File: src/rtl/shift_reg_univ.sv
// shift_reg_univ: WIDTH-bit universal register (clear, preset, enable, load,
// shift, rotate, invert) with true/complement outputs and serial taps.
// Optional frame counter (CNT/DONE) is built only when SHIFT_CNT_EN is defined;
// otherwise CNT and DONE are tied low.
module shift_reg_univ #(
  parameter int              WIDTH      = 8,
  parameter logic [WIDTH-1:0] PRESET_VAL = '1
) (
  input  logic                     CLK,
  input  logic                     CLR,
  input  logic                     PR,
  input  logic                     EN,
  input  logic [2:0]               MODE,
  input  logic                     SIN_L,
  input  logic                     SIN_R,
  input  logic [WIDTH-1:0]         D,
  output logic [WIDTH-1:0]         Q,
  output logic [WIDTH-1:0]         Qn,
  output logic                     SOUT_L,
  output logic                     SOUT_R,
  output logic                     DONE,
  output logic [$clog2(WIDTH)-1:0] CNT
);

  localparam int CW = $clog2(WIDTH);

  localparam logic [2:0] M_HOLD = 3'b000;
  localparam logic [2:0] M_SHL  = 3'b001;
  localparam logic [2:0] M_SHR  = 3'b010;
  localparam logic [2:0] M_LOAD = 3'b011;
  localparam logic [2:0] M_ROL  = 3'b100;
  localparam logic [2:0] M_ROR  = 3'b101;
  localparam logic [2:0] M_INV  = 3'b110;

  logic [WIDTH-1:0] q;
  logic [WIDTH-1:0] q_next;

  // Next register value for the selected mode; reserved code 111 holds.
  always_comb begin
    q_next = q;
    case (MODE)
      M_HOLD:  q_next = q;
      M_SHL:   q_next = {q[WIDTH-2:0], SIN_R};
      M_SHR:   q_next = {SIN_L, q[WIDTH-1:1]};
      M_LOAD:  q_next = D;
      M_ROL:   q_next = {q[WIDTH-2:0], q[WIDTH-1]};
      M_ROR:   q_next = {q[0], q[WIDTH-1:1]};
      M_INV:   q_next = ~q;
      default: q_next = q;
    endcase
  end

  // Data register: async clear, then preset, then enabled mode operation.
  always_ff @(posedge CLK or posedge CLR) begin
    if (CLR) begin
      q <= '0;
    end else if (PR) begin
      q <= PRESET_VAL;
    end else if (EN) begin
      q <= q_next;
    end
  end

  assign Q      = q;
  assign Qn     = ~q;
  assign SOUT_L = q[WIDTH-1];
  assign SOUT_R = q[0];

`ifdef SHIFT_CNT_EN
  localparam logic [CW-1:0] CNT_LAST = CW'(WIDTH - 1);

  logic [CW-1:0] cnt;
  logic          done;
  logic          is_shift;

  // Shift and rotate edges are the ones that advance the frame count.
  always_comb begin
    is_shift = EN && ((MODE == M_SHL) || (MODE == M_SHR) ||
                      (MODE == M_ROL) || (MODE == M_ROR));
  end

  // Frame counter; DONE is a one-cycle registered pulse on frame wrap.
  always_ff @(posedge CLK or posedge CLR) begin
    if (CLR) begin
      cnt  <= '0;
      done <= 1'b0;
    end else if (PR) begin
      cnt  <= '0;
      done <= 1'b0;
    end else begin
      done <= 1'b0;
      if (EN && (MODE == M_LOAD)) begin
        cnt <= '0;
      end else if (is_shift) begin
        if (cnt == CNT_LAST) begin
          cnt  <= '0;
          done <= 1'b1;
        end else begin
          cnt <= cnt + CW'(1);
        end
      end
    end
  end

  assign CNT  = cnt;
  assign DONE = done;
`else
  assign CNT  = '0;
  assign DONE = 1'b0;
`endif

endmodule

File: config.mk
export PLATFORM = sky130hd
export DESIGN_NAME = shift_reg_univ
export DESIGN_NICKNAME = d
export VERILOG_FILES = /design/src/rtl/shift_reg_univ.sv
export SDC_FILE = /design/constraint.sdc
export NUM_CORES = 1
export LEC_CHECK = 0
export BUFFER_PORTS_ARGS = -buffer_cell sky130_fd_sc_hd__buf_4
export CORE_UTILIZATION = 39
export DETAILED_ROUTE_END_ITERATION = 10
export PLACE_DENSITY_LB_ADDON = 0.25
export SYNTH_ARGS = -nofsm -noshare
export SYNTH_HDL_FRONTEND = slang
export SYNTH_SLANG_ARGS = --single-unit
export TNS_END_PERCENT = 100
File: constraint.sdc
create_clock -name CLK -period 0.99 [get_ports CLK]
set_input_delay 0.198 -clock CLK [delete_from_list [all_inputs] [get_ports CLK]]
set_output_delay 0.198 -clock CLK [all_outputs]
set_load 0.05 [all_outputs]
-- Word-level counts from Yosys, hierarchy flattened
Cells that the tools add are included.
- register bits: 8
- bits of input ports: 17
- output and inout bits: 22
- logic and storage cells: 14
- equal/unequal tests: 6
- mux-type cells: 3
- bitwise operators: 1
- reduce and logical (&&, ||, !) cells: 3
- operator list (cell ; number):
    $pmux W8 S6 ; 1
    $mux W8 ; 2
    $eq A3 B3 Y1 const B ; 3
    $not A8 Y8 ; 1
    $reduce_bool A7 Y1 ; 1
    $eq A3 B2 Y1 const B ; 2
    $eq A3 B1 Y1 const B ; 1
    $reduce_and A2 Y1 ; 1
    $reduce_bool A2 Y1 ; 1

-- Depth between registers and ports, before layout
Gate-level depths: netlist of run 1.
- depth in word-level cells: 4
- depth in mapped cells: 6
- mapped depth without buffers: 4

-- Worst setup path after synthesis of run 1
No wires, ideal clock.
- path type: reg-to-reg
- start: register q[7], in the netlist Q[7]
- end: register q[7], in the netlist Q[7]
- setup time: 0.141 ns
- data arrival time: 1.678 ns
- required time: 0.849 ns
- slack: -0.829 ns
- stages on the path, launching flop included: 5
- buffers on the path: 0
- period minus slack after synthesis: 1.819 ns
- cells stage by stage: dfrtp_1 inv_1 mux2_4 a221oi_2 a21oi_1
- word-level cells in the longest chain between the ends: 4
- ends and longest elaborated chain (what ; line ; text):
    start, declared ; 35 ; logic [WIDTH-1:0] q;
    start signal, assigned ; 60 ; q <= q_next;
    $not A8 Y8 ; - ;
    via Qn[7] ; 18 ; output logic [WIDTH-1:0] Qn,
    $pmux W8 S6 ; 41 ; case (MODE)
    $mux W8 ; 59 ; end else if (EN) begin
    $mux W8 ; 57 ; end else if (PR) begin
The timed path passes the listed nets, and every way through them passes these cells. The select of a mux whose other input is x is not followed.
A chain may end at the register's enable or synchronous reset.

-- Worst setup path after layout of run 1
- start: register q[7], in the netlist Q[7]
- end: output Q[7]
- RTL lines (what ; line ; text):
    end, declared ; 17 ; output logic [WIDTH-1:0] Q,
No word-level cell between the ends.

==> flow_summary.yaml, run 1 <==
clocking:
  worstSkewPairLatency_ns: 0.26
  numClockSinks: 8
  cts_root_buffer: "clkbuf_4"
  cts_buffer_depth: 2
  cts_tree: "built"
  cts_made_buffers: 3
  clkSlewWorstSetupHoldPaths_ns: 0.06
  htree_num_levels: 1
die:
  die_w_um: 45.58
  rows: 15
  initial_core_util_pct: 42.44
  die_area_sq_um: 2078
  coreArea_sq_um: 1745
  num_io_pins: 39
  die-height_um: 45.58
detailed_routing:
  wire_per_inst_um: 15.03
  drtPass1Iterations: 4
  vias: 860
  vias_per_cell: 5.276
  drcViolationCount: 0
  drtIter0Drc: 51
  antenna_left: 0
  drt_wl_total_um: 2450
synth:
  syn_area_sq_um: 740.7
  netlist.top_cell.by_area: "dfrtp_1"
  synth_mux_area_share_pct: 3.378
  syn_area_per_cell_sq_um: 8.818
  synth_top_family_by_area: "compound AO/OA/AOI/OAI gates"
  yosys-top-cells-count: "13 x inv_1, 10 x nor2_1, 8 x a21oi_1, 8 x dfrtp_1, 6 x buf_4"
  synth_compound_gate_area_share_pct: 30.24
  ys_types: 29
  synth_seq_cells: 8
  synth.top_cells.by_area: "dfrtp_1 27%, a222oi_1 6.8%, inv_1 6.6%"
  synth_xor_area_share_pct: 2.196
  yosysSeqAreaShare_pct: 27.03
  ys.flop_type: "dfrtp_1"
  syn_inst: 84
  yosysTopAreaCellShare_pct: 27.03
  synth_warnings: 0
  async_reset_ff_share_pct: 100.0
  yosys.area_share.simple_pct: 20.27
  synth_edf_count: 0
  synth_fa_ha_area_share_pct: 0
  synth.most_common_cell: "inv_1"
global_route:
  antenna_found_initial: 0
  grt_usage_pct: 24.92
  grt_overflow_total: 0
  grt_max_degree: 9
  grt_pass1_wl_um: 3677
  grt_pass1_vias: 846
timing:
  max_freq_ghz: 0.8405
  setup_viol: 26
  holdWs_ns: 0.3127
  setup_slack_ns: -0.1998
  fin_crit_sh_pct: 120.2
  min_period_ns: 1.190
  skew_ns: 0.0009354
  finalHoldViolations: 0
  rsz0062_at_grt: "true"
  slew_violations: 0
setup_path:
  cp.required_ns: 0.79
  worst_r2r_path_depth: 4
  critPathKind: "reg -> out"
  rrSetupSlack_ns: -0.17
  start_kind: "flop"
  crit_path_end_kind: "output port"
  cp_max_fo: 4
  cp.arrival_ns: 0.99
placement:
  dp_slack_ns: -0.2724
  io_buffers: 34
  dpl.hpwl_um: 1633
  gp_congestion: 0.7995
outcome:
  failed_checks: "negative setup slack"
  outcome: "finished, violations left"
finish:
  layout-drive-gt1-share_pct: 64.49
  area_growth_pct: 79.73
  antenna_cells: 0
  nets: 157
  largest_reg_flops: 8
  fillers: 142
job:
  drv_cap: 0
worst_hold_path:
  worstHoldPathCells: 3
  hold_path_class: "in -> reg"
pwr:
  peakVddDrop_v: 0.0007234
  power_uw: 1527
  powerDensity_nw_per_um2: 1147
  p_leak_uw: 0.0006121
==> placed cells by master, fill, tap and decap left out, drive strengths merged, types with 3 or more instances in the layout <==
cell,netlist,layout
clkbuf,0,3
nor2,10,10
a21oi,8,8
nand3b,4,4
inv,13,12
o2bb2ai,6,6
conb,1,4
buf,9,56
dfrtp,8,8
a222oi,5,5
a31oi,3,3
==> per-stage QoR <==
stage	utilization (%)	instances	TNS (ns)	instance area, sq um
floorplan	-	87	-2.561	789.5
global placement	64.16	153	-1.696	1120
detailed placement	64.16	153	-1.921	1120
CTS	76.06	163	-3.007	1328
global route	76.27	163	-4.029	1331
finish	76.27	163	-3.244	1331
==> final timing paths <==
check,startpoint,to
min in group asynchronous,CLR,Q[6]
min reg2reg,Q[2],Q[2]
max reg2reg,Q[7],Q[7]
min,SIN_R,Q[0]
max,Q[7],Q[7]
max in group asynchronous,CLR,Q[7]
==> cells by family after synthesis <==
| group | after synthesis |
|---|---|
| AOI/OAI and AO/OA | 27 |
| xor gates and xnor gates | 1 |
| buffers and inverters | 22 |
| DFF | 8 |
| muxes | 2 |
| other | 1 |
| and+or+nand+nor | 23 |
==> where the power goes <==
| group | switching (uW) | total, uW | leakage, uW | internal, uW |
|---|---|---|---|---|
| clock network | 126 | 266 | 0.0000138 | 140 |
| logic | 479 | 850 | 0.000526 | 371 |
| registers | 51.8 | 411 | 0.0000720 | 360 |
| total | 657 | 1530 | 0.000612 | 870 |
==> final cells by class <==
type / instances / area [sq um] / area share, %
Timing Repair Buffer: 57 / 554.3 / 41.64
Multi-Input combinational cell: 57 / 460.4 / 34.59
Sequential cell: 8 / 210.2 / 15.79
Inverter: 13 / 52.55 / 3.947
Tap cell: 25 / 31.28 / 2.350
Clock buffer: 3 / 22.52 / 1.692
==> routing by layer <==
layer  vias up  wire [um]  GRT usage [%]
met2        42       1340          47.43
met4         0         18          7.273
met3         4        141          5.952
li1        404          -              -
met1       410        949          26.59
met5         -          0              0
==> critical path: stages (launching register included) <==
cell and delay [ns]:
dfrtp_2 0.43, buf_4 0.15, buf_6 0.14
==> repair_timing <==
item | 4_1_cts | 5_1_grt
buffers inserted | 6 | 0
endpoints found under the setup margin | 26 | 26
endpoints found under the hold margin | 8 | 0
pin swaps | 15 | 6
gates resized for setup | 41 | 1
hold buffers | 1 | 0
Power figures use the tool's default switching activity.
==> inputs of run 2 (changes only) <==
CELL_PAD_IN_SITES_DETAIL_PLACEMENT = 1   (was not set)
CELL_PAD_IN_SITES_GLOBAL_PLACEMENT = 1   (was not set)
CORE_UTILIZATION = 28   (was 39)
RECOVER_POWER = 50   (was not set)
==> run 2 against run 1 <==
The flow still finishes with violations (negative setup slack); first-iteration DRC count down 69%; wire length up 5.2%; largest power group unchanged; sequential share of layout area down 0.75 points; final cell count up 4.3%; hold slack worse by 0.031 ns.
==> flow_summary.yaml, run 2 (same netlist as run 1, synthesis figures left out) <==
setup_path:
  worst_r2r_path_depth: 4
  crit_path_end_kind: "output port"
  cp.required_ns: 0.79
  cp.arrival_ns: 0.98
  cp_max_fo: 2
  critPathKind: "reg -> out"
  start_kind: "flop"
timing:
  setup_viol: 26
  setup_slack_ns: -0.1889
  skew_ns: 0.002879
  max_freq_ghz: 0.8482
  rsz0062_at_grt: "true"
  slew_violations: 0
  holdWs_ns: 0.2816
  min_period_ns: 1.179
  fin_crit_sh_pct: 119.1
  finalHoldViolations: 0
clocking:
  cts_root_buffer: "clkbuf_4"
  worstSkewPairLatency_ns: 0.26
  cts_tree: "built"
  clkSlewWorstSetupHoldPaths_ns: 0.05
  numClockSinks: 8
  cts_buffer_depth: 2
  htree_num_levels: 1
  cts_made_buffers: 3
finish:
  nets: 159
  final_common_cell: "buf_4"
  area_growth_pct: 88.68
  largest_reg_flops: 8
  antenna_cells: 0
  layout-drive-gt1-share_pct: 67.14
  fin_area_sq_um: 1398
  final_cell_mix: "30 x buf_4, 16 x buf_6, 10 x nor2_1, 10 x buf_8, 8 x dfrtp_2"
  post-route-util_pct: 56.41
die:
  die_w_um: 53.44
  die-height_um: 53.44
  coreArea_sq_um: 2477
  die_area_sq_um: 2855
  num_io_pins: 39
  initial_core_util_pct: 29.90
  rows: 18
detailed_routing:
  wire_per_inst_um: 15.16
  vias_per_cell: 5.041
  drt_wl_total_um: 2577
  drcViolationCount: 0
  drtIter0Drc: 16
  drtPass1Iterations: 4
  antenna_left: 0
  vias: 857
worst_hold_path:
  hold_path_class: "in -> reg"
  worstHoldPathCells: 3
outcome:
  failed_checks: "negative setup slack"
  outcome: "finished, violations left"
job:
  drv_cap: 0
global_route:
  antenna_found_initial: 0
  grt_usage_pct: 21.35
  grt_pass1_wl_um: 4236
  grt_pass1_vias: 897
  grt_overflow_total: 0
  grt_max_degree: 11
placement:
  io_buffers: 34
  placed_cell_area_sq_um: 1126
  dpl.hpwl_um: 1820
  gp_congestion: 0.8266
pwr:
  peakVddDrop_v: 0.0007423
  p_leak_uw: 0.0006335
  powerDensity_nw_per_um2: 1113
==> run 2: area by class of cell <==
class,count,area [sq um]
Multi-Input combinational cell,57,476.7
Fill cell,299,1080
Sequential cell,8,210.2
Timing Repair Buffer,59,593.1
Clock buffer,3,22.52
Inverter,13,57.56
Tap cell,30,37.54
==> run 2: per-stage QoR <==
stage | setup TNS (ns) | cells | setup slack (ns) | power, uW
after floorplan | -2.561 | 87 | -0.5998 | 884.1
after global placement | -1.816 | 158 | -0.2351 | 1107
after detailed placement | -2.174 | 158 | -0.2816 | 1123
after CTS | -3.450 | 170 | -0.1939 | 1537
after global routing | -4.438 | 170 | -0.2183 | 1632
final | -3.450 | 170 | -0.1889 | 1556
==> run 2: repair_timing <==
item                       4_1_cts  5_1_grt
setup endpoints to repair       26       26
hold endpoints to repair         8        0
hold buffers                     1        0
pin swaps                       11        3
buffers inserted                 8        0
gates resized for setup         41        9
==> run 2: per-layer routing <==
| layer | GRT usage, % | vias to the layer above | share of wire [%] | wire [um] |
|---|---|---|---|---|
| met5 | 0 | - | 0 | 0 |
| met4 | 3.947 | 0 | 0.70 | 18 |
| met3 | 5.172 | 2 | 3.9 | 101 |
| met2 | 38.54 | 27 | 54 | 1392 |
| met1 | 25.17 | 421 | 41 | 1066 |
| li1 | - | 407 | - | - |
==> run 2: critical path, stage by stage (launching register included) <==
cell	delay, ns
dfrtp_2	0.42
buf_6	0.13
inv_4	0.04
buf_8	0.13
==> run 2: worst paths after layout <==
path                            slack, ns     to  startpoint
min in group asynchronous            0.45   Q[2]         CLR
worst min register to register       0.66   Q[5]        Q[5]
worst min-delay path                 0.28   Q[0]       SIN_R
max in group asynchronous            0.27   Q[7]         CLR
worst max register to register      -0.15   Q[7]        Q[7]
worst max-delay path                -0.19  Qn[1]        Q[1]
==> run 2: report_power, final <==
group	switching, uW	total (uW)	leakage [uW]	internal (uW)
clock	113	252	0.0000138	139
sequential	44.2	404	0.0000720	360
combinational	499	900	0.000548	401
